--- src/rtl/goldschmidt_div_ctrl.sv ---
// Goldschmidt significand divider controller: owns the N/D iteration registers,
// time-shares one 19x19 multiplier between the N and D updates, rounds RNE.
module goldschmidt_div_ctrl #(
  parameter int ITER = 5
) (
  input  logic        clk,
  input  logic        reset,
  input  logic        in_valid,
  output logic        in_ready,
  input  logic [15:0] n,
  input  logic [15:0] d,
  output logic        out_valid,
  input  logic        out_ready,
  output logic [15:0] q,
  output logic        out_err
);

  typedef enum logic [2:0] {IDLE, MULN, MULD, FIN, DONE} state_t;

  localparam logic [3:0] ITER_L = 4'(ITER);

  state_t      state_q, state_d;
  logic [18:0] n_q, n_d, d_q, d_d;
  logic [2:0]  cnt_q, cnt_d;
  logic [3:0]  cnt_inc;
  logic        err_q, err_d;
  logic [15:0] q_q, q_d;
  logic        oerr_q, oerr_d;

  logic [18:0] k;
  logic [18:0] mul_a;
  logic [37:0] prod;

  // Q2.36 product -> Q1.18, RNE; overflow or rounding carry saturates.
  function automatic logic [18:0] rne19(input logic [37:0] p);
    logic [18:0] t;
    logic        g, s, up;
    logic [19:0] sum;
    t   = p[36:18];
    g   = p[17];
    s   = |p[16:0];
    up  = g & (s | t[0]);
    sum = {1'b0, t} + {19'd0, up};
    if (p[37] || sum[19]) rne19 = 19'h7FFFF;
    else                  rne19 = sum[18:0];
  endfunction

  function automatic logic [15:0] rne16(input logic [18:0] x);
    logic [15:0] t;
    logic        g, s, up;
    logic [16:0] sum;
    t   = x[18:3];
    g   = x[2];
    s   = |x[1:0];
    up  = g & (s | t[0]);
    sum = {1'b0, t} + {16'd0, up};
    if (sum[16]) rne16 = 16'hFFFF;
    else         rne16 = sum[15:0];
  endfunction

  // K = 2 - D; the single multiplier sees N in MULN and D in MULD.
  assign k       = ~d_q + 19'd1;
  assign mul_a   = (state_q == MULD) ? d_q : n_q;
  assign prod    = {19'd0, mul_a} * {19'd0, k};
  assign cnt_inc = {1'b0, cnt_q} + 4'd1;

  always_comb begin
    state_d = state_q;
    n_d     = n_q;
    d_d     = d_q;
    cnt_d   = cnt_q;
    err_d   = err_q;
    q_d     = q_q;
    oerr_d  = oerr_q;
    case (state_q)
      IDLE: begin
        if (in_valid) begin
          n_d   = {1'b0, n, 2'b00};
          d_d   = {1'b0, d, 2'b00};
          cnt_d = 3'd0;
          if (!n[15] || !d[15]) begin
            err_d   = 1'b1;
            state_d = FIN;
          end else begin
            err_d   = 1'b0;
            state_d = MULN;
          end
        end
      end
      MULN: begin
        n_d     = rne19(prod);
        state_d = MULD;
      end
      MULD: begin
        d_d     = rne19(prod);
        cnt_d   = cnt_inc[2:0];
        state_d = (cnt_inc < ITER_L) ? MULN : FIN;
      end
      FIN: begin
        q_d     = err_q ? 16'h0000 : rne16(n_q);
        oerr_d  = err_q;
        state_d = DONE;
      end
      DONE: begin
        if (out_ready) state_d = IDLE;
      end
      default: state_d = IDLE;
    endcase
  end

  always_ff @(posedge clk) begin
    if (reset) begin
      state_q <= IDLE;
      n_q     <= 19'd0;
      d_q     <= 19'd0;
      cnt_q   <= 3'd0;
      err_q   <= 1'b0;
      q_q     <= 16'd0;
      oerr_q  <= 1'b0;
    end else begin
      state_q <= state_d;
      n_q     <= n_d;
      d_q     <= d_d;
      cnt_q   <= cnt_d;
      err_q   <= err_d;
      q_q     <= q_d;
      oerr_q  <= oerr_d;
    end
  end

  assign in_ready  = (state_q == IDLE);
  assign out_valid = (state_q == DONE);
  assign q         = q_q;
  assign out_err   = oerr_q;

endmodule

--- config.mk ---
export PLATFORM = sky130hd
export DESIGN_NAME = goldschmidt_div_ctrl
export DESIGN_NICKNAME = d
export VERILOG_FILES = /design/src/rtl/goldschmidt_div_ctrl.sv
export SDC_FILE = /design/constraint.sdc
export NUM_CORES = 1
export LEC_CHECK = 0
export BUFFER_PORTS_ARGS = -buffer_cell sky130_fd_sc_hd__buf_4
export CORE_ASPECT_RATIO = 1.75
export CORE_MARGIN = 4
export CORE_UTILIZATION = 25
export CTS_CLUSTER_DIAMETER = 80
export DETAILED_ROUTE_END_ITERATION = 10
export PLACE_DENSITY = 0.39
export SYNTH_ARGS = -nofsm -noshare
export SYNTH_HDL_FRONTEND = slang
export SYNTH_SLANG_ARGS = --single-unit
--- constraint.sdc ---
create_clock -name clk -period 12.3 [get_ports clk]
set_clock_uncertainty 0.05 [all_clocks]
set_input_delay 2.46 -clock clk [delete_from_list [all_inputs] [get_ports clk]]
set_output_delay 2.46 -clock clk [all_outputs]
set_load 0.01 [all_outputs]
==> results of run 1 <==
[cells in the final DEF, fill, tap and decap left out, types with 5 or more instances in the layout]
cell         n
and4_1      10
a21o_1      19
inv_1      371
nor2_1     206
o22ai_1      7
mux2i_1     16
buf_4       98
nor4_1       5
o21bai_1     5
nand4_1     18
clkbuf_16    9
and3_1      15
o21ai_0     30
o21a_1       6
and2_1      35
or3_1        8
xnor2_1     32
nor2b_1      9
ha_1       127
a221oi_1    16
dfxtp_1     62
nand3b_1     5
o211ai_1     7
nor3_1      23
fa_1       288
a22oi_1     23
a211oi_2    10
a21oi_1     68
nand3_1     22
nand2_1    307
a221oi_2     6
a211oi_1    23
xor2_1      41
[final cells by class]
cell class / instances / area, um2
clock inverter: 6 / 70.1
fill: 7164 / 47000
inverter: 372 / 1400
multi-input combinational: 1481 / 13400
sequential: 62 / 1240
tap: 819 / 1020
clock buffer: 10 / 239
timing repair buffer: 98 / 736
[through the flow]
step | utilization, % | worst slack (ns) | area (um2)
global placement | 27.3 | 1.85 | 17800
CTS | 27.8 | 1.68 | 18100
floorplan | - | 3.77 | 16400
global route | 27.8 | 1.13 | 18100
detailed placement | 27.3 | 1.72 | 17800
finish | 27.8 | 1.74 | 18100
[routing by layer]
metal | part of all wire [%] | up-vias | track usage [%]
met3 | 2.9 | 166 | 1.57
met2 | 58 | 432 | 38.6
met4 | 7.5 | 0 | 11.5
met1 | 32 | 7178 | 17.9
met5 | 0 | - | 0
li1 | - | 6401 | -
[how the worst max path moves through the flow]
stage                     cells past startpoint                   end
after detailed placement                     28  d_q[15]$_SDFFE_PP0P_
after floorplan                              31  d_q[10]$_SDFFE_PP0P_
after global routing                         28  d_q[15]$_SDFFE_PP0P_
after global placement                       28  d_q[15]$_SDFFE_PP0P_
final                                        28  d_q[15]$_SDFFE_PP0P_
after CTS                                    28  d_q[15]$_SDFFE_PP0P_
[state kept, by name, indices dropped and copies added (netlist names)]
register / flops
cnt_q: 3
d_q: 19
err_q: 1
n_q: 19
out_err: 1
q: 16
state_q: 3
[critical path: cells and delay by family, from the launching register on]
kind / cells / cell delay [ns]
AOI/OAI and AO/OA: 6 / 2.05
and+or+nand+nor: 6 / 1.67
adders and majority gates: 8 / 4.07
DFF: 1 / 0.54
buffers and inverters: 6 / 0.89
xor gates and xnor gates: 2 / 1.18
[cell families (layout without fill, tap and decap cells)]
group | Yosys count | count (layout)
xor gates and xnor gates | 76 | 76
and+or+nand+nor | 690 | 690
AOI/OAI and AO/OA | 278 | 278
adders and majority gates | 415 | 415
DFF | 62 | 62
muxes | 22 | 22
buffers and inverters | 472 | 486
==> impl_results.md, run 1 <==
* Outcome: completed
* Total wire length at 66.9 mm
* Pins Over Slew Limit at 0
* Root Driver: clkbuf_16
* Global-route wire length before repair at 97.5 mm
* Cell with the most instances after synthesis: inv_1
* Synthesized flop and latch total at 62
* Via count at 14200
* Hold Slack at 0.444 ns
* Top Ports at 55
* CTS HTree Levels at 3
* Core area at 65200 um2
* Max stage delay on crit path at 0.88 ns
* Post-synthesis compound-gate area fraction at 12.5%
* Setup CP Type: register to register
* Post-Syn Instances at 2015
* FMAX at 94.7 MHz
* Avg Cell Area, Syn at 8.14 um2
* Die Wd at 202 um
* GR Util All Layers at 18.9%
* Hold Fails Final Rpt at 0
* Hold crit path type: register to register
* Final Non-Filler Cells at 2848
* Post-synth EDFFs at 0
* Main synth FF type: dfxtp_1
* Initial antenna violation count at 1
* Part of the Yosys area used for sequential elements at 7.57%
* Synth Area in XOR/XNOR at 4.06%
* Wire per inst at 23.5 um
* I/O Buffers at 54
* Post-CTS setup buffer count at 0
* Yosys cell types at 81
* Top cells by area, synth: fa_1, ha_1, inv_1
* # hold bufs at CTS at 0
* Layout area overhead at 10.4%
* Critical R2R Capture: d_q[15]$_SDFFE_PP0P_
* CP most frequent cell: fa_1
* Setup Viol. Count Final at 0
* Initial drt markers at 681
* Synth top cells by count: inv_1, nand2_1, fa_1
* Critical Path Source: d_q[0]$_SDFFE_PP0P_
* Slew margin rel. at 20.1%
* Gr ovfl total at 0
* Clock Sinks at 62
* Synth area leader: fa_1
* Yosys top cell area share at 35.1%
* R2r setup slk at 1.74 ns
* Antenna diodes at 0
* TritonCTS clock tree: done
* Initial Util at 25.2%
* Required @ worst endpoint at 12.51 ns
* Setup TNS at 0 ns
* Worst reg2reg path depth at 28
* Worst Hold Depth at 2
* Slew at the pin closest to its max-slew limit at 1.17 ns
* Post-CTS sizing at 0
* Final min period at 10.56 ns
* Critical path fanouts, max at 32
* Vias per Instance at 4.98
* Post-route ant nets at 0
* Syn Nets at 2466
* CTS Buffer Depth at 2
* Post-synthesis simple-gate area fraction at 18.7%
* Die ar. at 70000 um2
* Crit share post-route at 85.9%
* Die H at 347 um
* Max Cap Violations at 0
* Rows at 124
* Detailed Place HPWL at 55.2 mm
* First drt pass iteration count at 5
* Post-synthesis adder-cell area fraction at 44.8%
* Worst R2R Start: d_q[0]$_SDFFE_PP0P_
* CTS clk-pin slew, worst paths at 0.06 ns
* Drt drc at 0
* Cells after DPL at 2832
* Worst Hold End: q[3]$_SDFFE_PP0P_
* Synth warn at 0
* Crit. End Element: register
* RSZ-0062 raised after global routing: no
* Main combinational cell family by area after synthesis: adder cells
* Mapped cell area at 16400 um2
* Post-synthesis mux area share at 1.36%
* Final Wtd Congestion at 0.882
* Worst hold start: q[3]$_SDFFE_PP0P_
* Crit-path slowest cell: xnor2_2
* Share of cells above drive strength 1 at 7.93%
* Worst skew pair latency at 0.35 ns
* Largest net degree at the start of global routing at 65
* Asr flop ratio synth at 0%
* Worst path arrival time at 10.77 ns
* Nets at 2475
* Startpoint Class: register
* Number of global-route vias before repair at 15300
* Inserted Clock Buffers at 9
Power of run 1 is left out: the tool's default activity adds up to more than one toggle a clock period on the data nets, which glitch-free logic cannot reach.
==> run 2, diff against run 1 <==
- GPL_TIMING_DRIVEN: unset -> 0
- HOLD_SLACK_MARGIN: unset -> 0.12
- SLEW_MARGIN: unset -> 15
==> run 2 against run 1 <==
  * Cell count is 2.0% higher
  * Sequential share of layout area is 0.057 points lower
  * Count of clock-buffer cells in the layout is 2 higher
  * Via count is 1.5% higher
  * First-iteration DRC count is 5.1% higher
  * Hold slack hardly changed
  * Setup slack worse by 0.28 ns
  * Non-clock buffer count is 58 higher
  * Highest routed layer unchanged
==> impl_results.md, run 2 (synthesized netlist as in run 1, its figures left out) <==
* Nets at 2533 (+2.3%)
* Post-route ant nets at 0 (unchanged)
* Die ar. at 70000 um2 (unchanged)
* Layout area overhead at 11.4%
* Pins Over Slew Limit at 0 (unchanged)
* Total wire length at 69.1 mm (+3.2%)
* CTS Buffer Depth at 2 (unchanged)
* Core area at 65200 um2 (unchanged)
* CP most frequent cell: fa_1
* Die Wd at 202 um (unchanged)
* Largest net degree at the start of global routing at 11 (-83%)
* Detailed Place HPWL at 58.8 mm (+6.4%)
* RSZ-0062 raised after global routing: no
* # hold bufs at CTS at 0 (unchanged)
* Via count at 14400 (+1.5%)
* Setup Viol. Count Final at 0 (unchanged)
* Crit share post-route at 88.1% (+2.3 points)
* Wire per inst at 23.8 um (+1.2%)
* Fillers at 7175 (+0.15%)
* CTS HTree Levels at 3 (unchanged)
* Startpoint Class: register
* Final Wtd Congestion at 0.913 (+3.5%)
* Share of cells above drive strength 1 at 7.09% (-0.84 points)
* R2r setup slk at 1.46 ns (-0.28 ns)
* CTS clk-pin slew, worst paths at 0.06 ns (about the same)
* Outcome: completed
* Max stage delay on crit path at 0.89 ns (about the same)
* Critical path fanouts, max at 10 (-69%)
* Max Cap Violations at 0 (unchanged)
* Initial drt markers at 716 (+5.1%)
* Die H at 347 um (unchanged)
* Final min period at 10.84 ns (+0.279 ns)
* Setup TNS at 0 ns (unchanged)
* FMAX at 92.3 MHz (-2.6%)
* TritonCTS clock tree: done
* Rows at 124 (unchanged)
* Most frequent cells in the layout: inv_1, nand2_1, fa_1
* Setup CP Type: register to register
* Inserted Clock Buffers at 9 (unchanged)
* GR Util All Layers at 19.6% (+0.68 points)
* Post-CTS setup buffer count at 0 (unchanged)
* Required @ worst endpoint at 12.52 ns (about the same)
* Reg area at 1240 um2 (unchanged)
* Slew margin rel. at 21.7% (+1.5 points)
* Slew at the pin closest to its max-slew limit at 1.17 ns (-0.00832 ns)
* Gr ovfl total at 0 (unchanged)
* Area of the multi-input gates at 13500 um2 (+0.33%)
* Vias per Instance at 4.95 (-0.48%)
* Crit-path slowest cell: xor2_1
* Initial Util at 25.2% (unchanged)
* Crit. End Element: register
* Drt drc at 0 (unchanged)
* Worst R2R Start: d_q[7]$_SDFFE_PP0P_
* Initial antenna violation count at 0 (-1)
* Root Driver: clkbuf_16
* Hold crit path type: register to register
* First drt pass iteration count at 6 (+1)
* Most common cell after layout, fill and taps aside: inv_1
* I/O Buffers at 53 (-1.9%)
* Worst hold start: q[4]$_SDFFE_PP0P_
* Worst skew pair latency at 0.35 ns (about the same)
* Number of global-route vias before repair at 15800 (+3.1%)
* Antenna diodes at 0 (unchanged)
* Core Util, Final at 28.0% (+0.23 points)
* Worst path arrival time at 11.06 ns (+0.29 ns)
* Post-CTS sizing at 0 (unchanged)
* Clock Sinks at 62 (unchanged)
* Hold Fails Final Rpt at 0 (unchanged)
* Top Ports at 55 (unchanged)
* Critical Path Source: d_q[7]$_SDFFE_PP0P_
* Global-route wire length before repair at 102 mm (+4.3%)
-- run 2: changes by cell type in the layout (fill, tap and decap cells not counted), sizes merged --
cell	before	now
buf	98	81
inv	372	371
clkinvlp	3	1
clkbuf	10	87
-- run 2: final cells by class --
class / instances / area share (%)
Multi-Input combinational cell: 1481 / 73.6
Inverter: 372 / 7.64
Sequential cell: 62 / 6.79
Tap cell: 819 / 5.61
Timing Repair Buffer: 56 / 2.36
Buffer: 100 / 2.26
Clock buffer: 12 / 1.46
Clock inverter: 3 / 0.233
-- run 2: path summary, 6_finish.rpt --
check	to	cells past startpoint
max reg2reg	d_q[5]$_SDFFE_PP0P_	30
min	q[4]$_SDFFE_PP0P_	2
max	d_q[5]$_SDFFE_PP0P_	30
min reg2reg	q[4]$_SDFFE_PP0P_	2
-- run 2: worst max-delay path: cells and delay by family (launching register included) --
family / cells / cell delay (ns)
adder cells (fa/ha/maj): 7 / 3.73
AND/OR/NAND/NOR: 9 / 3.32
AO/OA/AOI/OAI: 6 / 1.35
buffers and inverters: 7 / 1.13
XOR/XNOR: 1 / 0.89
flip-flops: 1 / 0.30
-- run 2: metal layers --
metal  routed length (um)  track usage, %  up-vias
met5                    0               0        -
met4                 4930            11.4        0
met3                 1900            1.05      128
met2                39400            39.7      411
met1                22800            19.3     7327
li1                     -               -     6526
-- run 2: per-stage QoR --
stage          std cells  setup WS, ns  cell area [um2]  hold WS (ns)
2_1_floorplan       2015          3.77            16400         0.440
3_3_place_gp        2887          1.13            17800         0.432
3_5_place_dp        2890          1.27            17900         0.432
4_1_cts             2905          1.20            18300         0.451
5_1_grt             2905          1.05            18300         0.483
6_report            2905          1.46            18300         0.444
Power of run 2 is left out for the same reason.
